`src/rtl/cpu_mem_responder.sv`:
```
// cpu_mem_responder
//   Responder for the CPU's instruction-fetch and data load/store ports.
//   Both ports are arbitrated onto one shared downstream memory port. Each
//   port's completion (resp + read data) is held until the pipeline advances,
//   so both resps can be high in the same cycle.
//
// Optional feature macro: CPU_MEM_RESPONDER_PERF_EN (adds perf_* counters).
//
// Ports:
//   clk, rst (async, active low), advance (clears held completions)
//   inst_mem_read/addr -> inst_mem_resp/rdata      instruction port
//   data_mem_read/write/addr/wdata/mbe -> data_mem_resp/rdata   data port
//   mem_read/write/addr/wdata/mbe, mem_resp/rdata  shared downstream port
//   perf_inst_cnt/perf_data_cnt/perf_wait_cnt      (only with the macro)
module cpu_mem_responder #(
   parameter int ADDR_W = 32,
   parameter int DATA_W = 32
) (
   input  logic                clk,
   input  logic                rst,
   input  logic                advance,
   input  logic                inst_mem_read,
   input  logic [ADDR_W-1:0]   inst_mem_addr,
   output logic                inst_mem_resp,
   output logic [DATA_W-1:0]   inst_mem_rdata,
   input  logic                data_mem_read,
   input  logic                data_mem_write,
   input  logic [ADDR_W-1:0]   data_mem_addr,
   input  logic [DATA_W-1:0]   data_mem_wdata,
   input  logic [DATA_W/8-1:0] data_mem_mbe,
   output logic                data_mem_resp,
   output logic [DATA_W-1:0]   data_mem_rdata,
   output logic                mem_read,
   output logic                mem_write,
   output logic [ADDR_W-1:0]   mem_addr,
   output logic [DATA_W-1:0]   mem_wdata,
   output logic [DATA_W/8-1:0] mem_mbe,
   input  logic                mem_resp,
   input  logic [DATA_W-1:0]   mem_rdata
`ifdef CPU_MEM_RESPONDER_PERF_EN
   ,
   output logic [31:0]         perf_inst_cnt,
   output logic [31:0]         perf_data_cnt,
   output logic [31:0]         perf_wait_cnt
`endif
);

   typedef enum logic [1:0] {IDLE, SERVE_D, SERVE_I} state_t;

   state_t state, state_nxt;
   logic   done_i, done_d;
   logic   data_req, pend_i, pend_d;
   logic   fin_i, fin_d;

   // a port is pending only while it has no held completion (sticky done)
   always_comb begin
      data_req = data_mem_read | data_mem_write;
      pend_d   = data_req & ~done_d;
      pend_i   = inst_mem_read & ~done_i;
      // completion only counts if the requester is still asking; a request
      // dropped mid-service lets the downstream finish but discards the result
      fin_d    = (state == SERVE_D) & mem_resp & data_req;
      fin_i    = (state == SERVE_I) & mem_resp & inst_mem_read;
   end

   always_ff @(posedge clk or negedge rst) begin
      if (!rst) state <= IDLE;
      else      state <= state_nxt;
   end

   // data first: it belongs to the older instruction in the pipeline
   always_comb begin
      state_nxt = state;
      case (state)
         IDLE: begin
            if (pend_d)      state_nxt = SERVE_D;
            else if (pend_i) state_nxt = SERVE_I;
         end
         SERVE_D, SERVE_I: if (mem_resp) state_nxt = IDLE;
         default:          state_nxt = IDLE;
      endcase
   end

   // downstream request register; fields are stable for the whole service
   always_ff @(posedge clk or negedge rst) begin
      if (!rst) begin
         mem_read  <= 1'b0;
         mem_write <= 1'b0;
         mem_addr  <= '0;
         mem_wdata <= '0;
         mem_mbe   <= '0;
      end else if (state == IDLE) begin
         if (pend_d) begin
            // read+write together is a protocol error; treated as a write
            mem_read  <= ~data_mem_write;
            mem_write <= data_mem_write;
            mem_addr  <= data_mem_addr;
            mem_wdata <= data_mem_wdata;
            mem_mbe   <= data_mem_mbe;
         end else if (pend_i) begin
            mem_read  <= 1'b1;
            mem_write <= 1'b0;
            mem_addr  <= inst_mem_addr;
            mem_mbe   <= '0;
         end
      end else if (mem_resp) begin
         mem_read  <= 1'b0;
         mem_write <= 1'b0;
      end
   end

   // held completions; a same-cycle completion beats advance
   always_ff @(posedge clk or negedge rst) begin
      if (!rst) begin
         done_i         <= 1'b0;
         done_d         <= 1'b0;
         inst_mem_rdata <= '0;
         data_mem_rdata <= '0;
      end else begin
         done_i <= (done_i & ~advance) | fin_i;
         done_d <= (done_d & ~advance) | fin_d;
         if (fin_i)            inst_mem_rdata <= mem_rdata;
         if (fin_d && mem_read) data_mem_rdata <= mem_rdata;
      end
   end

   assign inst_mem_resp = done_i & inst_mem_read;
   assign data_mem_resp = done_d & data_req;

`ifdef CPU_MEM_RESPONDER_PERF_EN
   always_ff @(posedge clk or negedge rst) begin
      if (!rst) begin
         perf_inst_cnt <= '0;
         perf_data_cnt <= '0;
         perf_wait_cnt <= '0;
      end else begin
         if (fin_i) perf_inst_cnt <= perf_inst_cnt + 32'd1;
         if (fin_d) perf_data_cnt <= perf_data_cnt + 32'd1;
         if (pend_i || pend_d || state != IDLE)
            perf_wait_cnt <= perf_wait_cnt + 32'd1;
      end
   end
`endif

endmodule

```
`config.mk`:
```
export PLATFORM = sky130hd
export DESIGN_NAME = cpu_mem_responder
export DESIGN_NICKNAME = d
export VERILOG_FILES = /design/src/rtl/cpu_mem_responder.sv
export SDC_FILE = /design/constraint.sdc
export NUM_CORES = 1
export LEC_CHECK = 0
export ABC_CLOCK_PERIOD_IN_PS = 2600
export CORE_ASPECT_RATIO = 1.2
export CORE_MARGIN = 1.5
export CORE_UTILIZATION = 44
export CTS_CLUSTER_SIZE = 28
export DETAILED_ROUTE_END_ITERATION = 16
export GPL_ROUTABILITY_DRIVEN = 0
export PLACE_DENSITY_LB_ADDON = 0.05
export SYNTH_ARGS = -nofsm -noshare
export SYNTH_HDL_FRONTEND = slang
export SYNTH_SLANG_ARGS = --single-unit
export TNS_END_PERCENT = 30
```
`constraint.sdc`:
```
create_clock -name clk -period 2.6 [get_ports clk]
set_input_delay 0.52 -clock clk [delete_from_list [all_inputs] [get_ports clk]]
set_output_delay 0.52 -clock clk [all_outputs]
set_load 0.03 [all_outputs]
```
**Word-level counts from Yosys, hierarchy flattened**

Cells that the tools add are included.

- Bits of input ports: 139
- Logic and storage cells: 55
- Bits in registers: 138

- Eq/ne operators: 4
- Multiplexer cells: 15
- Bitwise gates (word level): 17
- Reductions and logical operators: 9

Operators with widths:

| operator | number |
|---|---|
| $mux 32 | 2 |
| $and 1x1->1 | 10 |
| $mux 4 | 2 |
| $reduce_and 2->1 | 4 |
| $mux 1 | 7 |
| $mux 2 | 3 |
| $not 1->1 | 4 |
| $pmux 2 s2 | 1 |
| $reduce_bool 2->1 | 2 |
| $ne 3x3->1 const B | 1 |
| $or 1x1->1 | 3 |
| $eq 2x1->1 const B | 1 |
| $eq 2x2->1 const B | 1 |
| $logic_not 2->1 | 1 |
| $ne 2x2->1 const B | 1 |
| $reduce_or 2->1 | 1 |
| $logic_and 1x1->1 | 1 |

**Longest topological paths before layout**

Gate-level depths: netlist of the first run.

- Depth in word-level cells: 5
- Gate-level depth with buffers: 7
- Depth with buffers taken out: 5

**Worst setup path after synthesis of the first run**

OpenSTA, ideal clock, no wires.

- Kind: register to register
- Start point: register state[0]
- End point: register mem_wdata[0]
- Cell stages (with the launch flop): 8
- Setup slack: 953 ps
- Data required time: 2475 ps
- Data arrival time: 1522 ps
- Path through: dfrtp_1 -> inv_1 -> ha_1 -> clkbuf_1 -> and2_4 -> buf_6 -> buf_8 -> mux2_4

- Longest elaborated chain between the ends: 2

Ends and longest elaborated chain:

| what | line | RTL |
|---|---|---|
| start: declaration | 50 | `state_t state, state_nxt;` |
| start signal: assignment | 68 | `else state <= state_nxt;` |
| $logic_not 2->1 | 92 | `end else if (state == IDLE) begin` |
| $reduce_and 2->1 (no source line) | -- |  |
| end signal: assignment | 98 | `mem_wdata <= data_mem_wdata;` |
| end: declaration | 36 | `output logic [DATA_W-1:0] mem_wdata,` |

No other way between the ends.
A chain may end at the register's enable or synchronous reset.

**Worst setup path in the final report of the first run**

- Start point: input port inst_mem_read
- End point: output port inst_mem_resp

- Longest elaborated chain between the ends: 1

Ends and longest elaborated chain:

| what | line | RTL |
|---|---|---|
| start: declaration | 22 | `input logic inst_mem_read,` |
| $and 1x1->1 | 127 | `assign inst_mem_resp = done_i & inst_mem_read;` |
| end: declaration | 24 | `output logic inst_mem_resp,` |

No other way between the ends.

==> results of run 1 <==
==> registers in the layout (all words and copies together), names as in the netlist, 2 cells and up <==
signal and count:
data_mem_rdata 32, inst_mem_rdata 32, mem_addr 32, mem_wdata 32, mem_mbe 4, state 2
==> cell usage in the layout (no fill, tap or decap), drive strengths merged <==
master           n
buf             13
mux2            96
o221a           32
a31oi            1
nor2b            1
nor2             3
nand2            4
o21ai            2
a21boi           1
inv              6
and2             2
a22o             4
dfrtp          138
o211ai           1
clkdlybuf4s50  272
clkbuf          23
nand2b           3
o21bai           1
o21ba            1
a21oi            3
nand3b          32
ha               3
o311ai           1
nand3            5
o22ai            1
clkinv           2
clkinvlp         6
o2111ai          1
==> power breakdown <==
part / leakage [nW] / total, mW / switching, mW / internal [mW]
logic: 1.93 / 6.92 / 3.62 / 3.30
registers: 1.64 / 3.79 / 0.571 / 3.22
clock network: 0.260 / 2.23 / 0.886 / 1.34
total: 3.83 / 12.9 / 5.08 / 7.86
==> per-layer routing <==
| metal | GRT usage, % | routed length [um] |
|---|---|---|
| met1 | 25.49 | 5739 |
| met2 | 38.29 | 7473 |
| met3 | 8.776 | 1360 |
| met4 | 12.24 | 604 |
| met5 | 0 | 0 |
==> worst max-delay path, stage by stage <==
cell	delay, ns
clkdlybuf4s50_1	0.55
and2_1	0.15
clkdlybuf4s50_1	0.67
==> stage by stage <==
stage          hold WS [ns]  cells  worst slack, ns
2_1_floorplan        0.2244    366           0.9528
3_3_place_gp         0.4801    790           0.2039
3_5_place_dp         0.4855    790           0.2117
4_1_cts             0.04819    822           0.2039
5_1_grt             0.06456    822           0.1559
6_report            0.04325    822           0.1877
==> area by class of cell <==
type / count / area, sq um / share of cell area (%)
Timing Repair Buffer: 285 / 2874 / 31.34
Clock inverter: 9 / 63.81 / 0.6959
Inverter: 5 / 18.77 / 0.2047
Multi-Input combinational cell: 198 / 2057 / 22.43
Clock buffer: 23 / 498.0 / 5.430
Tap cell: 164 / 205.2 / 2.238
Sequential cell: 138 / 3453 / 37.66
==> worst max-delay path by stage <==
stage | start | to | slack [ns] | cells past startpoint
6_report | inst_mem_read | inst_mem_resp | 0.19 | 3
5_1_grt | inst_mem_read | inst_mem_resp | 0.16 | 3
4_1_cts | inst_mem_read | inst_mem_resp | 0.20 | 3
3_5_place_dp | inst_mem_read | inst_mem_resp | 0.21 | 3
3_3_place_gp | inst_mem_read | inst_mem_resp | 0.20 | 3
2_1_floorplan | data_mem_write | mem_wdata[0]$_DFFE_PN0P_ | 0.95 | 6
==> cells by family (layout without fill, tap and decap cells) <==
group,count (synthesis),count (layout),synth area share [%]
adders and majority gates,3,3,0.6641
muxes,96,96,20.85
AOI/OAI and AO/OA,49,49,8.544
DFF,138,138,61.09
buffers and inverters,30,322,2.988
and+or+nand+nor,50,50,5.865
==> run_results.csv, run 1 <==
group,metric,value,unit
status,outcome,"finished, final reports clean",
die,initial_utilization,44.82,%
clock_network,clk_latency,0.41,ns
power,peakVddDrop,0.6629,mV
setup_path,critPathCaptureType,"output port",
flow_run,max-cap-violations,0,
global_route,grt_pass1_wl,23910,um
detailed_routing,wirelength,15180,um
setup_path,crit_fanout,4,
timing,skew,0.006781,ns
detailed_routing,wl_per_cell,18.46,um
cells_and_area,design_area,0.009170,sq mm
timing,finalSetupViolCount,0,
cells_and_area,diodes,0,
detailed_routing,routed_via_density,5.178,
synthesis,syn_inst,366,
timing,fin_tns_setup,0,ns
detailed_routing,dr.pass1.iters,4,
synthesis,synth_nets,508,
cells_and_area,fillers,897,
clock_network,clock_path_buffers,2,
synthesis,ys_ff_latch,138,
die,die_area,0.01354,sq mm
timing,min_period,2.412,ns
cells_and_area,layout-drive-gt1-share,26.75,%
timing,drv_slew,0,
cells_and_area,area_growth,62.22,%
die,boundaryPins,275,
clock_network,htree_num_levels,4,
clock_network,cts_tree,"built",
synthesis,synth_edf_count,0,
detailed_routing,drt_iter0_drc,159,
die,rows,45,
detailed_routing,drc,0,
global_route,grt_max_degree,54,
die,core_area,0.01261,sq mm
global_route,overflow,0,
synthesis,yosys-top-cells-count,"138 x dfrtp_1, 70 x mux2_2, 32 x nand3b_1, 32 x o221a_2, 26 x mux2_4",
synthesis,yosysSeqAreaShare,61.09,%
synthesis,synth_most_common_cell,"dfrtp_1",
cells_and_area,fin_nets,787,
synthesis,syn-cell-area,0.005653,sq mm
global_route,grtUsageTotal,23.00,%
synthesis,synth.top_cell.area_share,61.09,%
cells_and_area,postLayoutCoreUtil,72.71,%
timing,tightest_slew,0.4567,ns
timing,slew_headroom,69.23,%
synthesis,synthTopCellsByArea,"dfrtp_1 61%, mux2_2 14%, mux2_4 6.9%",
timing,rsz0062_at_grt,"no",
setup_path,reg2reg_to,"mem_wdata[30]$_DFFE_PN0P_",
clock_network,clkTransAtPathRegs,0.05,ns
clock_network,holdBufCountCts,0,
setup_path,reg2reg_from,"state[0]$_DFFE_PN0P_",
setup_path,rrSetupSlack,0.69,ns
global_route,grt_pass1_vias,4585,
power,p_leak,3.827,nW
timing,hold_violations,0,
worst_hold_path,hold_class,"input pin to async pin",
global_route,antenna_found_initial,0,
clock_network,ctsResizeCount,0,
synthesis,synth_ff_type,"dfrtp_1",
setup_path,worstSetupPathType,"input pin to output port",
setup_path,startpoint_type,"input pin",
synthesis,synth.distinct_cells,29,
placement,dp_hpwl,10960,um
synthesis,async_flop_share,100.0,%
setup_path,arrival,1.89,ns
setup_path,rr_worst_depth,6,
die,dieWidth,106.5,um
synthesis,yosys_warnings,0,
setup_path,cp.required,2.08,ns
clock_network,cts_setup_buffers,0,
power,power,12.94,mW
synthesis,synth_top_cell_by_area,"dfrtp_1",
synthesis,avgSynthCellArea,15.45,sq um
clock_network,clkSinkCount,138,
timing,min_period_over_period,92.78,%
clock_network,cts_buffers,17,
clock_network,root_buffer,"clkbuf_16",
power,p_per_area,1411,mW/mm^2
detailed_routing,vias,4256,
placement,post_dp_cell_area,0.008608,sq mm
placement,port_buffers,274,
detailed_routing,ant_nets,0,
die,die-height,127.2,um
timing,max_freq,0.4145,GHz
Note: power is estimated with default switching activity, not from simulation.
==> run 2: changes to the inputs <==
Settings changed: PLACE_DENSITY set to 0.84, PLACE_DENSITY_LB_ADDON 0.05 to not set.
==> run_results.csv, run 2 (synthesized netlist as in run 1, its figures left out) <==
group,metric,value,unit
timing,min_period,2.366,ns
placement,dp_hpwl,12460,um
power,intPower,8.184,mW
setup_path,critPathCaptureType,"output port",
power,p_switching,5.217,mW
cells_and_area,final_common_cell,"clkdlybuf4s50_1",
clock_network,root_buffer,"clkbuf_16",
flow_run,max-cap-violations,0,
clock_network,clock_path_buffers,2,
power,pwr-share-clk,18.7,%
global_route,grt_pass1_vias,4787,
setup_path,crit_family,"buffers and inverters",
placement,post_dp_cell_area,0.008663,sq mm
power,combPwrFrac,52.6,%
setup_path,cp.required,2.08,ns
global_route,grtUsageTotal,25.66,%
placement,place_inst,796,
power,switching_share,38.93,%
detailed_routing,wl_per_cell,20.56,um
global_route,antenna_found_initial,0,
die,die_area,0.01354,sq mm
setup_path,worstSetupPathType,"input pin to output port",
setup_path,startpoint_type,"input pin",
detailed_routing,wirelength,17030,um
clock_network,clk_latency,0.41,ns
clock_network,cts_tree,"built",
timing,rsz0062_at_grt,"no",
placement,port_buffers,274,
cells_and_area,stdcell_count,828,
power,p_leak,3.897,nW
die,initial_utilization,44.82,%
global_route,overflow,0,
detailed_routing,drt_iter0_drc,115,
timing,hold_violations,0,
cells_and_area,mostFrequentLayoutCells,"273 x clkdlybuf4s50_1, 138 x dfrtp_1, 70 x mux2_2",
timing,whs,0.4645,ns
worst_hold_path,hold_class,"input pin to async pin",
setup_path,cp_common_cell,"clkdlybuf4s50_1",
status,outcome,"finished, final reports clean",
timing,fin_tns_setup,0,ns
timing,max_freq,0.4226,GHz
power,seq_power_share,28.7,%
setup_path,arrival,1.85,ns
cells_and_area,postLayoutCoreUtil,73.66,%
clock_network,clkSinkCount,138,
cells_and_area,area_growth,64.34,%
timing,min_period_over_period,91.01,%
detailed_routing,vias,4351,
clock_network,htree_num_levels,4,
detailed_routing,dr.pass1.iters,4,
detailed_routing,ant_nets,0,
power,p_per_area,1442,mW/mm^2
setup_path,max_stage_delay,0.67,ns
setup_path,crit_fanout,4,
clock_network,cts_buffers,17,
setup_path,cp_slowest_cell,"clkdlybuf4s50_1",
detailed_routing,drc,0,
die,boundaryPins,275,
timing,finalSetupViolCount,0,
die,core_area,0.01261,sq mm
global_route,grt_max_degree,77,
setup_path,path_cells,"clkdlybuf4s50_1 -> and2_1 -> clkdlybuf4s50_1",
global_route,grt_pass1_wl,26250,um
die,rows,45,
die,die-height,127.2,um
detailed_routing,routed_via_density,5.255,
cells_and_area,fin_nets,794,
power,peakVddDrop,0.9642,mV
die,dieWidth,106.5,um
timing,drv_slew,0,
timing,slew_headroom,62.27,%
setup_path,cp.buffers_inverters,2,
clock_network,clkTransAtPathRegs,0.06,ns
clock_network,cts_setup_buffers,0,
cells_and_area,diodes,0,
timing,tightest_slew,0.5600,ns
timing,skew,0.007519,ns
cells_and_area,layout-drive-gt1-share,26.81,%
clock_network,ctsResizeCount,0,
cells_and_area,design_area,0.009290,sq mm
run 2: power groups by stage:
stage	Combinational, mW	Clock [mW]	Sequential [mW]
finish	7.05	2.51	3.84
global route	7.36	2.66	3.96
CTS	7.09	2.56	3.85
detailed placement	7.06	0	3.86
global placement	6.88	0	3.77
floorplan	2.08	0	5.82
run 2: layout make-up:
| cell class | instances | area [sq um] |
|---|---|---|
| Clock inverter | 11 | 170.2 |
| Tap cell | 164 | 205.2 |
| Timing Repair Buffer | 292 | 2944 |
| Sequential cell | 138 | 3453 |
| Clock buffer | 20 | 446.7 |
| Fill cell | 820 | 3322 |
| Inverter | 5 | 18.77 |
| Multi-Input combinational cell | 198 | 2052 |
run 2: path summary, 6_finish.rpt:
kind | startpoint | to | slack [ns] | cells past startpoint
setup / recovery | inst_mem_read | inst_mem_resp | 0.23 | 3
hold / removal | rst | mem_wdata[13]$_DFFE_PN0P_ | 0.46 | 2
setup reg to reg | state[0]$_DFFE_PN0P_ | mem_wdata[28]$_DFFE_PN0P_ | 0.68 | 6
hold reg to reg | data_mem_rdata[19]$_DFFE_PN0P_ | data_mem_rdata[19]$_DFFE_PN0P_ | 0.50 | 1
max in group asynchronous | rst | inst_mem_rdata[27]$_DFFE_PN0P_ | 1.53 | 3
min in group clk | data_mem_rdata[19]$_DFFE_PN0P_ | data_mem_rdata[19]$_DFFE_PN0P_ | 0.50 | 1
run 2: worst reg2reg max path: stages, from the launching register on:
cell     delay [ns]
dfrtp_1        0.41
inv_1          0.12
ha_1           0.19
buf_4          0.19
and2_4         0.32
buf_12         0.22
mux2_2         0.37
run 2: timing repair:
| item | 4_1_cts | 5_1_grt |
|---|---|---|
| hold buffers | 1 | 0 |
| hold endpoints to repair | 3 | 0 |
| setup endpoints to repair | 0 | 0 |
run 2: metal layers:
layer	GRT usage, %	part of all wire, %	vias to the layer above
li1	-	-	1932
met1	27.76	37	2165
met2	44.97	52	215
met3	9.592	8.0	39
met4	10.90	3.2	0
met5	0	0	-
run 2: metrics by stage:
step | setup slack (ns) | power (mW)
floorplan | 0.9528 | 7.897
global placement | 0.2355 | 10.65
detailed placement | 0.2394 | 10.92
CTS | 0.2287 | 13.50
global route | 0.1824 | 13.98
finish | 0.2338 | 13.40
==> run 3: changes to the inputs <==
Settings changed: CORE_ASPECT_RATIO 1.2 to not set.
==> run_results.csv, run 3 (synthesized netlist as in run 1, its figures left out) <==
group,metric,value,unit
detailed_routing,dr.pass1.iters,5,
timing,min_period_over_period,91.02,%
setup_path,startpoint_type,"input pin",
cells_and_area,mostFrequentLayoutCells,"273 x clkdlybuf4s50_1, 138 x dfrtp_1, 70 x mux2_2",
setup_path,critPathCaptureType,"output port",
clock_network,clock_path_buffers,2,
setup_path,arrival,1.85,ns
setup_path,crit_family,"buffers and inverters",
power,peakVddDrop,0.8401,mV
timing,slew_headroom,55.69,%
setup_path,max_stage_delay,0.68,ns
die,core_area,0.01257,sq mm
detailed_routing,wl_per_cell,19.72,um
clock_network,holdBufCountCts,0,
timing,tightest_slew,0.6647,ns
clock_network,clkSinkCount,138,
global_route,overflow,0,
clock_network,clkTransAtPathRegs,0.06,ns
cells_and_area,diodes,0,
clock_network,ctsResizeCount,0,
detailed_routing,drt_iter0_drc,200,
detailed_routing,ant_nets,0,
setup_path,cp.required,2.08,ns
detailed_routing,routed_via_density,5.176,
cells_and_area,layout-drive-gt1-share,26.78,%
placement,dp_hpwl,11780,um
clock_network,htree_num_levels,4,
flow_run,max-cap-violations,0,
timing,hold_violations,0,
timing,min_period,2.366,ns
status,outcome,"finished, final reports clean",
clock_network,clk_latency,0.41,ns
cells_and_area,fillers,787,
timing,fin_tns_setup,0,ns
die,boundaryPins,275,
clock_network,cts_tree,"built",
power,p_switching,5.173,mW
power,switching_share,38.98,%
cells_and_area,area_growth,63.77,%
setup_path,crit_fanout,2,
die,rows,41,
die,initial_utilization,44.98,%
setup_path,cp_slowest_cell,"clkdlybuf4s50_1",
clock_network,cts_setup_buffers,0,
power,pwr-share-clk,18.5,%
global_route,antenna_found_initial,0,
setup_path,cp.buffers_inverters,2,
worst_hold_path,hold_class,"input pin to async pin",
global_route,grt_pass1_wl,24510,um
detailed_routing,drc,0,
timing,drv_slew,0,
cells_and_area,multi_input_area,0.002052,sq mm
clock_network,root_buffer,"clkbuf_16",
power,p_per_area,1434,mW/mm^2
timing,whs,0.1245,ns
cells_and_area,final_common_cell,"clkdlybuf4s50_1",
cells_and_area,fin_nets,790,
cells_and_area,register_area,0.003453,sq mm
power,combPwrFrac,52.7,%
global_route,grt_pass1_vias,4560,
die,die_area,0.01354,sq mm
power,p_leak,3.871,nW
power,seq_power_share,28.7,%
detailed_routing,vias,4312,
detailed_routing,wirelength,16430,um
setup_path,path_cells,"clkdlybuf4s50_1 -> nor2_1 -> nor2_1 -> clkdlybuf4s50_1",
timing,finalSetupViolCount,0,
placement,port_buffers,274,
power,intPower,8.099,mW
die,die-height,116.3,um
die,dieWidth,116.3,um
global_route,grtUsageTotal,24.65,%
clock_network,cts_buffers,17,
setup_path,worstSetupPathType,"input pin to output port",
timing,max_freq,0.4226,GHz
timing,rsz0062_at_grt,"no",
timing,skew,0.006598,ns
global_route,grt_max_degree,75,
## run 3: changes by cell type in the layout (fill, tap and decap cells not counted), sizes merged
cell	before	now
bufinv	4	2
dlygate4sd3	1	0
clkbuf	20	24
clkinv	3	1
buf	18	15
clkinvlp	3	4
## run 3: worst paths after layout
check	from	endpoint	slack, ns	cells past startpoint
hold reg to reg	data_mem_rdata[4]$_DFFE_PN0P_	data_mem_rdata[4]$_DFFE_PN0P_	0.50	1
setup / recovery	data_mem_write	data_mem_resp	0.23	4
min in group clk	data_mem_rdata[4]$_DFFE_PN0P_	data_mem_rdata[4]$_DFFE_PN0P_	0.50	1
setup reg to reg	state[0]$_DFFE_PN0P_	mem_mbe[0]$_DFFE_PN0P_	0.74	6
hold / removal	rst	mem_wdata[23]$_DFFE_PN0P_	0.12	1
max in group asynchronous	rst	data_mem_rdata[23]$_DFFE_PN0P_	1.79	2
## run 3: area by class of cell
| cell class | instances | area share [%] |
|---|---|---|
| Sequential cell | 138 | 37.30 |
| Tap cell | 172 | 2.325 |
| Timing Repair Buffer | 288 | 31.32 |
| Multi-Input combinational cell | 198 | 22.17 |
| Inverter | 5 | 0.2027 |
| Clock buffer | 24 | 5.528 |
| Clock inverter | 8 | 1.162 |
## run 3: power groups by stage
stage | sequential [mW] | clock [mW] | combinational, mW
finish | 3.81 | 2.46 | 7.00
CTS | 3.82 | 2.50 | 7.05
global route | 3.94 | 2.61 | 7.32
detailed placement | 3.83 | 0 | 7.00
global placement | 3.76 | 0 | 6.86
floorplan | 5.82 | 0 | 2.08
## run 3: routing by layer
| layer | GRT usage [%] | vias up | share of wire [%] |
|---|---|---|---|
| met1 | 26.91 | 2157 | 37 |
| li1 | - | 1925 | - |
| met2 | 42.63 | 192 | 51 |
| met5 | 0 | - | 0 |
| met4 | 12.20 | 0 | 3.0 |
| met3 | 8.822 | 38 | 8.6 |
## run 3: per-stage QoR
stage | total power, mW | utilization (%) | setup slack [ns] | cell area, sq um | std cells
floorplan | 7.897 | - | 0.9528 | 5653 | 366
global placement | 10.62 | 68.73 | 0.2467 | 8638 | 801
detailed placement | 10.83 | 68.73 | 0.2391 | 8638 | 801
CTS | 13.37 | 73.66 | 0.2245 | 9258 | 833
global route | 13.87 | 73.66 | 0.1742 | 9258 | 833
finish | 13.27 | 73.66 | 0.2336 | 9258 | 833
